[src/rtl/vga_pkg.sv]
// Shared constants, ASCII codes and types for the tile-screen character writer.
// Build option CHAR_WRITER_TAB_EN enables horizontal-tab handling in char_writer.
package vga_pkg;

  localparam int H_TILES    = 80;
  localparam int V_TILES    = 30;
  localparam int COL_WIDTH  = 7;
  localparam int ROW_WIDTH  = 5;
  localparam int DATA_WIDTH = 7;

  localparam logic [DATA_WIDTH-1:0] ASCII_BS    = 7'h08;
  localparam logic [DATA_WIDTH-1:0] ASCII_HT    = 7'h09;
  localparam logic [DATA_WIDTH-1:0] ASCII_LF    = 7'h0A;
  localparam logic [DATA_WIDTH-1:0] ASCII_FF    = 7'h0C;
  localparam logic [DATA_WIDTH-1:0] ASCII_CR    = 7'h0D;
  localparam logic [DATA_WIDTH-1:0] ASCII_SPACE = 7'h20;
  localparam logic [DATA_WIDTH-1:0] ASCII_DEL   = 7'h7F;

  typedef enum logic {IDLE, CLEAR} wr_state_e;

  typedef enum logic [2:0] {
    CUR_HOLD, CUR_INC, CUR_DEC, CUR_NL, CUR_CR, CUR_TAB, CUR_ZERO
  } cur_cmd_e;

  typedef struct packed {
    logic [ROW_WIDTH-1:0] row;
    logic [COL_WIDTH-1:0] col;
  } tile_pos_t;

  function automatic logic is_printable(input logic [DATA_WIDTH-1:0] c);
    return (c >= ASCII_SPACE) && (c != ASCII_DEL);
  endfunction

  // One tile back in row-major order; (0,0) wraps to the last tile.
  function automatic tile_pos_t prev_tile(input tile_pos_t p);
    tile_pos_t r;
    r = p;
    if (p.col == '0) begin
      r.col = COL_WIDTH'(H_TILES - 1);
      r.row = (p.row == '0) ? ROW_WIDTH'(V_TILES - 1) : p.row - 1'b1;
    end else begin
      r.col = p.col - 1'b1;
    end
    return r;
  endfunction

endpackage

[src/rtl/tile_cursor.sv]
// Column/row register pair stepping across the 80x30 grid with explicit wrap at the
// last column/row; used for the text cursor and for the clear scan.
module tile_cursor import vga_pkg::*; (
  input  logic                 clk_i,
  input  logic                 rstn_i,
  input  cur_cmd_e             cmd_i,
  output logic [COL_WIDTH-1:0] col_o,
  output logic [ROW_WIDTH-1:0] row_o
);

  logic [COL_WIDTH-1:0] col_q, col_d;
  logic [ROW_WIDTH-1:0] row_q, row_d;
  logic [ROW_WIDTH-1:0] row_inc;
  logic [COL_WIDTH:0]   tab_sum;
  tile_pos_t            prev;

  always_comb begin
    col_d   = col_q;
    row_d   = row_q;
    row_inc = (row_q == ROW_WIDTH'(V_TILES - 1)) ? '0 : row_q + 1'b1;
    tab_sum = {1'b0, col_q & ~COL_WIDTH'(7)} + (COL_WIDTH + 1)'(8);
    prev    = prev_tile('{row: row_q, col: col_q});
    case (cmd_i)
      CUR_INC: begin
        if (col_q == COL_WIDTH'(H_TILES - 1)) begin
          col_d = '0;
          row_d = row_inc;
        end else begin
          col_d = col_q + 1'b1;
        end
      end
      CUR_DEC: begin
        col_d = prev.col;
        row_d = prev.row;
      end
      CUR_NL: begin
        col_d = '0;
        row_d = row_inc;
      end
      CUR_CR: col_d = '0;
      // Next multiple of 8; stepping past the last tab stop behaves as a newline.
      CUR_TAB: begin
        if (tab_sum >= (COL_WIDTH + 1)'(H_TILES)) begin
          col_d = '0;
          row_d = row_inc;
        end else begin
          col_d = tab_sum[COL_WIDTH-1:0];
        end
      end
      CUR_ZERO: begin
        col_d = '0;
        row_d = '0;
      end
      default: ;
    endcase
  end

  always_ff @(posedge clk_i or negedge rstn_i) begin
    if (!rstn_i) begin
      col_q <= '0;
      row_q <= '0;
    end else begin
      col_q <= col_d;
      row_q <= row_d;
    end
  end

  assign col_o = col_q;
  assign row_o = row_q;

endmodule

[src/rtl/char_writer.sv]
// Character stream to tile-write converter with text cursor and full-screen clear.
// Build option CHAR_WRITER_TAB_EN: HT advances to the next 8-column tab stop.
module char_writer import vga_pkg::*; (
  input  logic                  clk_i,
  input  logic                  rstn_i,
  input  logic                  char_valid_i,
  input  logic [DATA_WIDTH-1:0] char_i,
  output logic                  char_ready_o,
  input  logic                  clear_i,
  output logic                  wr_en_o,
  output logic [COL_WIDTH-1:0]  col_w_o,
  output logic [ROW_WIDTH-1:0]  row_w_o,
  output logic [DATA_WIDTH-1:0] din_o,
  output logic [COL_WIDTH-1:0]  cursor_col_o,
  output logic [ROW_WIDTH-1:0]  cursor_row_o,
  output logic                  busy_o
);

  wr_state_e             state_q, state_d;
  logic                  wr_en_q, wr_en_d;
  logic [COL_WIDTH-1:0]  col_w_q, col_w_d;
  logic [ROW_WIDTH-1:0]  row_w_q, row_w_d;
  logic [DATA_WIDTH-1:0] din_q, din_d;
  logic                  busy_q, busy_d;
  logic                  accept;
  cur_cmd_e              cur_cmd, scan_cmd;
  logic [COL_WIDTH-1:0]  scan_col;
  logic [ROW_WIDTH-1:0]  scan_row;
  tile_pos_t             bs_pos;

  tile_cursor u_cursor (
    .clk_i  (clk_i),
    .rstn_i (rstn_i),
    .cmd_i  (cur_cmd),
    .col_o  (cursor_col_o),
    .row_o  (cursor_row_o)
  );

  tile_cursor u_scan (
    .clk_i  (clk_i),
    .rstn_i (rstn_i),
    .cmd_i  (scan_cmd),
    .col_o  (scan_col),
    .row_o  (scan_row)
  );

  always_comb begin
    state_d      = state_q;
    wr_en_d      = 1'b0;
    col_w_d      = col_w_q;
    row_w_d      = row_w_q;
    din_d        = din_q;
    cur_cmd      = CUR_HOLD;
    scan_cmd     = CUR_HOLD;
    char_ready_o = (state_q == IDLE);
    accept       = char_valid_i && char_ready_o;
    bs_pos       = prev_tile('{row: cursor_row_o, col: cursor_col_o});
    case (state_q)
      IDLE: begin
        // A clear request takes priority; a character accepted on the same edge is dropped.
        if (clear_i || (accept && char_i == ASCII_FF)) begin
          state_d  = CLEAR;
          scan_cmd = CUR_ZERO;
        end else if (accept) begin
          if (is_printable(char_i)) begin
            wr_en_d = 1'b1;
            col_w_d = cursor_col_o;
            row_w_d = cursor_row_o;
            din_d   = char_i;
            cur_cmd = CUR_INC;
          end else begin
            case (char_i)
              ASCII_CR: cur_cmd = CUR_CR;
              ASCII_LF: cur_cmd = CUR_NL;
              ASCII_BS: begin
                if (cursor_col_o != '0 || cursor_row_o != '0) begin
                  cur_cmd = CUR_DEC;
                  wr_en_d = 1'b1;
                  col_w_d = bs_pos.col;
                  row_w_d = bs_pos.row;
                  din_d   = ASCII_SPACE;
                end
              end
`ifdef CHAR_WRITER_TAB_EN
              ASCII_HT: cur_cmd = CUR_TAB;
`endif
              default: ;
            endcase
          end
        end
      end
      CLEAR: begin
        wr_en_d  = 1'b1;
        col_w_d  = scan_col;
        row_w_d  = scan_row;
        din_d    = '0;
        scan_cmd = CUR_INC;
        if (scan_col == COL_WIDTH'(H_TILES - 1) && scan_row == ROW_WIDTH'(V_TILES - 1)) begin
          state_d = IDLE;
          cur_cmd = CUR_ZERO;
        end
      end
      default: state_d = IDLE;
    endcase
    busy_d = (state_d == CLEAR);
  end

  always_ff @(posedge clk_i or negedge rstn_i) begin
    if (!rstn_i) begin
      state_q <= IDLE;
      wr_en_q <= 1'b0;
      col_w_q <= '0;
      row_w_q <= '0;
      din_q   <= '0;
      busy_q  <= 1'b0;
    end else begin
      state_q <= state_d;
      wr_en_q <= wr_en_d;
      col_w_q <= col_w_d;
      row_w_q <= row_w_d;
      din_q   <= din_d;
      busy_q  <= busy_d;
    end
  end

  assign wr_en_o = wr_en_q;
  assign col_w_o = col_w_q;
  assign row_w_o = row_w_q;
  assign din_o   = din_q;
  assign busy_o  = busy_q;

endmodule

[config.mk]
export PLATFORM = sky130hd
export DESIGN_NAME = char_writer
export DESIGN_NICKNAME = d
export VERILOG_FILES = /design/src/rtl/vga_pkg.sv /design/src/rtl/tile_cursor.sv /design/src/rtl/char_writer.sv
export SDC_FILE = /design/constraint.sdc
export NUM_CORES = 1
export LEC_CHECK = 0
export BUFFER_PORTS_ARGS = -buffer_cell sky130_fd_sc_hd__buf_2
export CAP_MARGIN = 15
export CORE_ASPECT_RATIO = 1.1
export CORE_MARGIN = 2
export CORE_UTILIZATION = 54
export CTS_BUF_LIST = sky130_fd_sc_hd__clkbuf_16
export DETAILED_ROUTE_END_ITERATION = 6
export GPL_TIMING_DRIVEN = 1
export HOLD_SLACK_MARGIN = 0.05
export PLACE_DENSITY = 0.77
export SLEW_MARGIN = 40
export SYNTH_ARGS = -nofsm -noshare
export SYNTH_HDL_FRONTEND = slang
export SYNTH_HIERARCHICAL = 1
export SYNTH_SLANG_ARGS = --single-unit
[constraint.sdc]
create_clock -name clk_i -period 2.67 [get_ports clk_i]
set_input_delay 0.267 -clock clk_i [delete_from_list [all_inputs] [get_ports clk_i]]
set_output_delay 0.267 -clock clk_i [all_outputs]
set_load 0.02 [all_outputs]
* Word level (Yosys, flattened, before mapping)
Index checks and enable logic that the tools add are counted.
** Word-level totals
- Logic and storage cells :: 130
- Bits in read-only memories :: 0
- Memories :: 0
- Flip-flop bits (word level) :: 45
- Output and inout port bits :: 34
- Bits of input ports :: 11
- Latch bits :: 0
- RAM bits :: 0
** Operators by class
- Divide/modulo/power cells :: 0
- $mul :: 0
- $lt $le $gt $ge :: 3
- Bitwise gates (word level) :: 1
- Equality and inequality tests :: 30
- Mux-type cells :: 56
- Shift-type cells :: 0
- Reduce and logical (&&, ||, !) cells :: 21
- Add/subtract/negate cells :: 10
** Operator list (count)
- 7-bit 2-to-1 mux :: 16
- 5-bit 2-to-1 mux :: 15
- 7-bit case mux with 4 select lines :: 2
- 5-bit case mux with 5 select lines :: 2
- 7-bit by 4-bit == test with 1-bit output, second input constant :: 4
- 7-bit case mux with 2 select lines :: 2
- 3-bit == test, second input constant :: 6
- 7-bit by 4-bit adder with 8-bit output, second input constant :: 2
- 8-bit by 7-bit greater-or-equal comparator with 1-bit output, second input constant :: 2
- 3-bit 2-to-1 mux :: 5
- 5-bit nonzero test :: 3
- 7-bit by 1-bit adder with 7-bit output, second input constant :: 2
- 7-bit == test, second input constant :: 2
- 7-bit logical NOT :: 2
- 7-bit by 1-bit subtractor with 7-bit output, second input constant :: 2
- 3-bit by 2-bit == test with 1-bit output, second input constant :: 4
- 3-bit case mux with 2 select lines :: 2
- 5-bit by 1-bit adder with 5-bit output, second input constant :: 2
- 5-bit == test, second input constant :: 2
- 5-bit logical NOT :: 2
- 2-bit by 1-bit inequality test with 1-bit output, second input constant :: 5
- 5-bit case mux with 2 select lines :: 1
- 5-bit by 1-bit subtractor with 5-bit output, second input constant :: 2
- 3-bit case mux with 3 select lines :: 1
- other kinds (16) :: 33

* Depth between registers and ports, before layout
- Word-level depth :: 11
- Gate-level depth with buffers :: 12
- Depth with buffers taken out :: 11

* Modules after synthesis
Netlist, hierarchy kept.
** By module, submodules not included
- char_writer :: area an instance 1556.5 um^2, instances 1, cells each 174
- tile_cursor at u_cursor :: area an instance 1312.5 um^2, instances 1, cells each 164
- tile_cursor at u_scan :: area an instance 1297.5 um^2, instances 1, cells each 160

* Least setup slack after synthesis
No wires, ideal clock.
- Kind :: register -> register
- Start :: reg, netlist name busy_o
- End :: reg u_cursor.row_q[1] (netlist: u_cursor/row_o[1])
- Stages on the path, launching flop included :: 13
- Library setup time :: 125 ps
- Slack :: -302 ps
- Buffers on the path :: 2
- Data arrival time :: 2847 ps
- Path through :: dfrtp_1 buf_4 inv_1 nor4b_1 nand3_1 nor4_1 a41o_1 clkbuf_1 nand3_1 o21ai_0 a221o_1 nand2b_4 mux2_4
** RTL lines
- end signal: assignment :: line tile_cursor.sv:64 : row_q <= row_d;
- end: declaration :: line tile_cursor.sv:12 : logic [ROW_WIDTH-1:0] row_q, row_d;

* Final worst setup path
- Start :: reg u_cursor.row_q[0] (netlist: u_cursor/row_o[0])
- End :: reg u_cursor.row_q[2] (netlist: u_cursor/row_o[2])
** On the way
- Longest elaborated chain between the ends :: 11
** Ends and longest elaborated chain
- 5-bit nonzero test * :: line char_writer.sv:76 : if (cursor_col_o != '0 || cursor_row_o != '0) begin
- 1-bit logical OR * :: line char_writer.sv:76
- 2-bit 2-to-1 mux * :: line char_writer.sv:76
- 3-bit case mux with 3 select lines * :: line char_writer.sv:72 : case (char_i)
- 3-bit 2-to-1 mux * :: line char_writer.sv:65 : if (is_printable(char_i)) begin
- 3-bit 2-to-1 mux * :: line char_writer.sv:64 : end else if (accept) begin
- 3-bit 2-to-1 mux * :: line char_writer.sv:61 : if (clear_i || (accept && char_i == ASCII_FF)) begin
- 3-bit case mux with 2 select lines * :: line char_writer.sv:58 : case (state_q)
- net cur_cmd[1] :: line char_writer.sv:26 : cur_cmd_e cur_cmd, scan_cmd;
- 3-bit by 2-bit == test with 1-bit output (tied with other cells) :: line tile_cursor.sv:23 : case (cmd_i)
- 5-bit nonzero test (no line) / 2-bit by 1-bit inequality test with 1-bit output (equally long branches)
- 3-bit AND reduction (no line)
The timed path passes the listed nets; every way through them passes the cells marked *. The select of a mux whose other input is x is not followed.
A chain may end at the register's enable or synchronous reset.

==> impl_metrics.tcl <==
set metrics [dict create \
    ant_nets 0 \
    wl_per_cell_um 17.86 \
    grt_busiest_layer "met2" \
    status "completed" \
    die_w_um 87.75 \
    powerDensity_nw_per_um2 538.1 \
    nNetsFinal 618 \
    final-setup-viol-count 0 \
    seq_power_share 0.317 \
    p_int_mw 1.708 \
    first_pass_iters 5 \
    routabilityCongestion 0.9886 \
    grtUsageMet1 0.3680 \
    syn_nets 531 \
    timing.final.crit_share 0.9735 \
    drt_iter0_drc 468 \
    crit_buf_inv 2 \
    netlist_top_cells_count "dfrtp_1, nor2_1, o21ai_0" \
    post-place-ws_ps -29.50 \
    dieArea_um2 8435 \
    cp_max_fo 5 \
    final.setup.worst_slack_ps 70.86 \
    synth_compound_area_frac 0.3039 \
    grt_overflow_total 0 \
    multi_input_area_um2 2887 \
    htreeDepth 2 \
    r2r_slack_ps 70 \
    use_met2 0.5044 \
    tightest_slew_ps 628.7 \
    synth.most_common_cell "dfrtp_1" \
    cts_root_buffer "clkbuf_16" \
    synth-simple-area-share 0.2505 \
    ys_warn_count 6 \
    finalHoldViolations 0 \
    synth-adder-area-share 0.06607 \
    synth_top_family_by_area "compound AO/OA/AOI/OAI gates" \
    fill_cells 609 \
    grt_pass1_wl_um 19750 \
    port_buffers 44 \
    routed_wl_um 12340 \
    cpMaxStageDelayCell "dfrtp_2" \
    setup-tns-final_ps 0 \
    arrival_ps 2760 \
    drc 0 \
    start_kind "register" \
    synth_edf_count 0 \
    grt_usage 0.2941 \
    cts_tree "done" \
    antenna_found_initial 0 \
    layout_min_cycle_time_ps 2599 \
    yosysSeqAreaShare 0.2703 \
    grt_use_met3 0.05146 \
    synth_xor_area_frac 0.02523 \
    die_h_um 96.13 \
    drive_gt1_frac 0.2969 \
    synthMuxAreaShare 0.01832 \
    grt_pass1_vias 4193 \
    whs_ps 286.5 \
    synth.area.top_cells "dfrtp_1, ha_1, o21ai_0" \
    top_level_ports 45 \
    core_area_um2 7473 \
    cts.clk_slew.worst_paths_ps 60 \
    slew_headroom 0.5809 \
    fp-row-count 33 \
    grt_max_degree 37 \
    dominantRegCellSynth "dfrtp_1" \
    criticalPathCategory "reg -> reg" \
    pwr-share-clk 0.254 \
    cap_violations 0 \
    diodes 0 \
    cts_sinks 45 \
    dpl.hpwl_um 9088 \
    fin_skew_ps 9.257 \
    p_leak_nw 2.242 \
    syn_inst 498 \
    fmax_ghz 0.3847 \
    drv_slew 0 \
    clk_latency_ps 290 \
    p_comb_frac 0.429 \
    cp_top_family "compound AO/OA/AOI/OAI gates" \
    cp.required_ps 2840 \
    numCtsBuffers 5 \
    initial_core_util 0.5575 \
    swShare 0.3806 \
    syn2layout_area_growth_pct 22.97 \
    endpoint_kind "register" \
    ys_seq_elements 45 \
    power.switching_mw 1.049 \
    synth-async-reset-ratio 1.000 \
    num_vias 4481 \
    ff_latch_area_um2 1132 \
    worstHoldPathType "in -> reg" \
    avgViaCountPerCell 6.485 \
    critPathMaxStageDelay_ps 400 \
    cp_cell_sequence "inv_1 -> ha_4 -> nor4b_4 -> and3_4 -> o21ai_2 -> a21o_2 -> nand3_1 -> o21ai_0 -> a221o_1 -> buf_4 -> o31ai_4 -> o31ai_2" \
    avgSynthCellArea_um2 8.366 \
    yosysTopAreaCellShare 0.2703 \
    netlist.top_cell.by_area "dfrtp_1" \
    clockBufferDepth 2 \
    peakVddDrop_v 0.0002646 \
    synth_area_um2 4166 \
    synth_cell_types 89 \
]
-- per-stage QoR --
step / power, mW / utilization / std cells / cell area (µm²)
2_1_floorplan: 1.695 / - / 498 / 4200
3_3_place_gp: 2.015 / 0.6451 / 676 / 4821
3_5_place_dp: 2.052 / 0.6451 / 676 / 4821
4_1_cts: 2.749 / 0.6685 / 685 / 4996
5_1_grt: 2.909 / 0.6856 / 691 / 5124
6_report: 2.757 / 0.6856 / 691 / 5124
-- what timing repair did --
action                                  CTS  global route
resized for setup                         1            16
pin swaps                                 1             4
setup buffers                             0             5
hold buffers                              1             0
endpoints found under the setup margin    3             7
gates cloned                              0             1
endpoints found under the hold margin    28             0
-- layout by cell type (no fill, tap or decap), drive strengths merged, types with 4 or more instances in the layout --
| cell | n |
|---|---|
| or2 | 4 |
| nor2 | 41 |
| a211oi | 7 |
| nor4b | 4 |
| buf | 105 |
| or3b | 4 |
| a22oi | 7 |
| o41ai | 4 |
| dfrtp | 45 |
| a21oi | 27 |
| nor3b | 7 |
| xor2 | 5 |
| nand2 | 33 |
| o31ai | 17 |
| nor4 | 5 |
| nor3 | 16 |
| inv | 30 |
| clkbuf | 5 |
| nand4 | 10 |
| o22ai | 5 |
| o311ai | 5 |
| or3 | 5 |
| a41o | 4 |
| a31oi | 15 |
| o21ai | 40 |
| and3 | 11 |
| mux2i | 5 |
| nand3 | 24 |
| ha | 22 |
| xnor2 | 7 |
| a22o | 6 |
-- area by class of cell --
cell class / instances / area share
multi-input cells: 398 / 0.5634
flip-flops and latches: 45 / 0.2210
repair buffers: 106 / 0.1368
well taps: 105 / 0.02564
clock buffers: 5 / 0.02442
inverters: 29 / 0.02125
clock inverters: 3 / 0.007570
-- path summary, 6_finish.rpt --
check | startpoint | cells past startpoint | endpoint
max in group asynchronous | rstn_i | 3 | u_scan/col_o[0]
worst max-delay path | u_cursor/row_o[0] | 12 | u_cursor/row_o[2]
worst max register to register | u_cursor/row_o[0] | 12 | u_cursor/row_o[2]
worst min register to register | din_o[1] | 1 | din_o[1]
worst min-delay path | char_i[4] | 2 | din_o[4]
min in group asynchronous | rstn_i | 2 | col_w_o[2]
-- metal layers --
layer	vias up	share of wire
met5	-	0
met4	0	0.029
met3	50	0.075
met2	241	0.49
met1	2117	0.40
li1	2073	-
-- power by group through the flow --
| stage | sequential (mW) | combinational (mW) | clock (mW) |
|---|---|---|---|
| floorplan | 1.04 | 0.658 | 0 |
| CTS | 0.875 | 1.18 | 0.698 |
| detailed placement | 0.887 | 1.17 | 0 |
| finish | 0.874 | 1.18 | 0.701 |
| global route | 0.890 | 1.29 | 0.732 |
| global placement | 0.882 | 1.13 | 0 |
-- worst register-to-register path, stage by stage, from the launching register on --
cell and delay, ps:
dfrtp_2 400, inv_1 130, ha_4 160, nor4b_4 200
and3_4 260, o21ai_2 80, a21o_2 270, nand3_1 110
o21ai_0 90, a221o_1 290, buf_4 170, o31ai_4 240
o31ai_2 100
-- sequential cells by signal, indices dropped and copies added, names as in the netlist --
| signal | count |
|---|---|
| din_o | 7 |
| wr_en_o | 1 |
| u_scan/col_o | 7 |
| busy_o | 1 |
| u_scan/row_o | 5 |
| row_w_o | 5 |
| u_cursor/row_o | 5 |
| col_w_o | 7 |
| u_cursor/col_o | 7 |
-- kinds of logic after synthesis --
family,count (synthesis)
adders and majority gates,22
buffers and inverters,56
and+or+nand+nor,180
AOI/OAI and AO/OA,176
muxes,7
DFF,45
xor gates and xnor gates,12
Power figures use the tool's default switching activity.
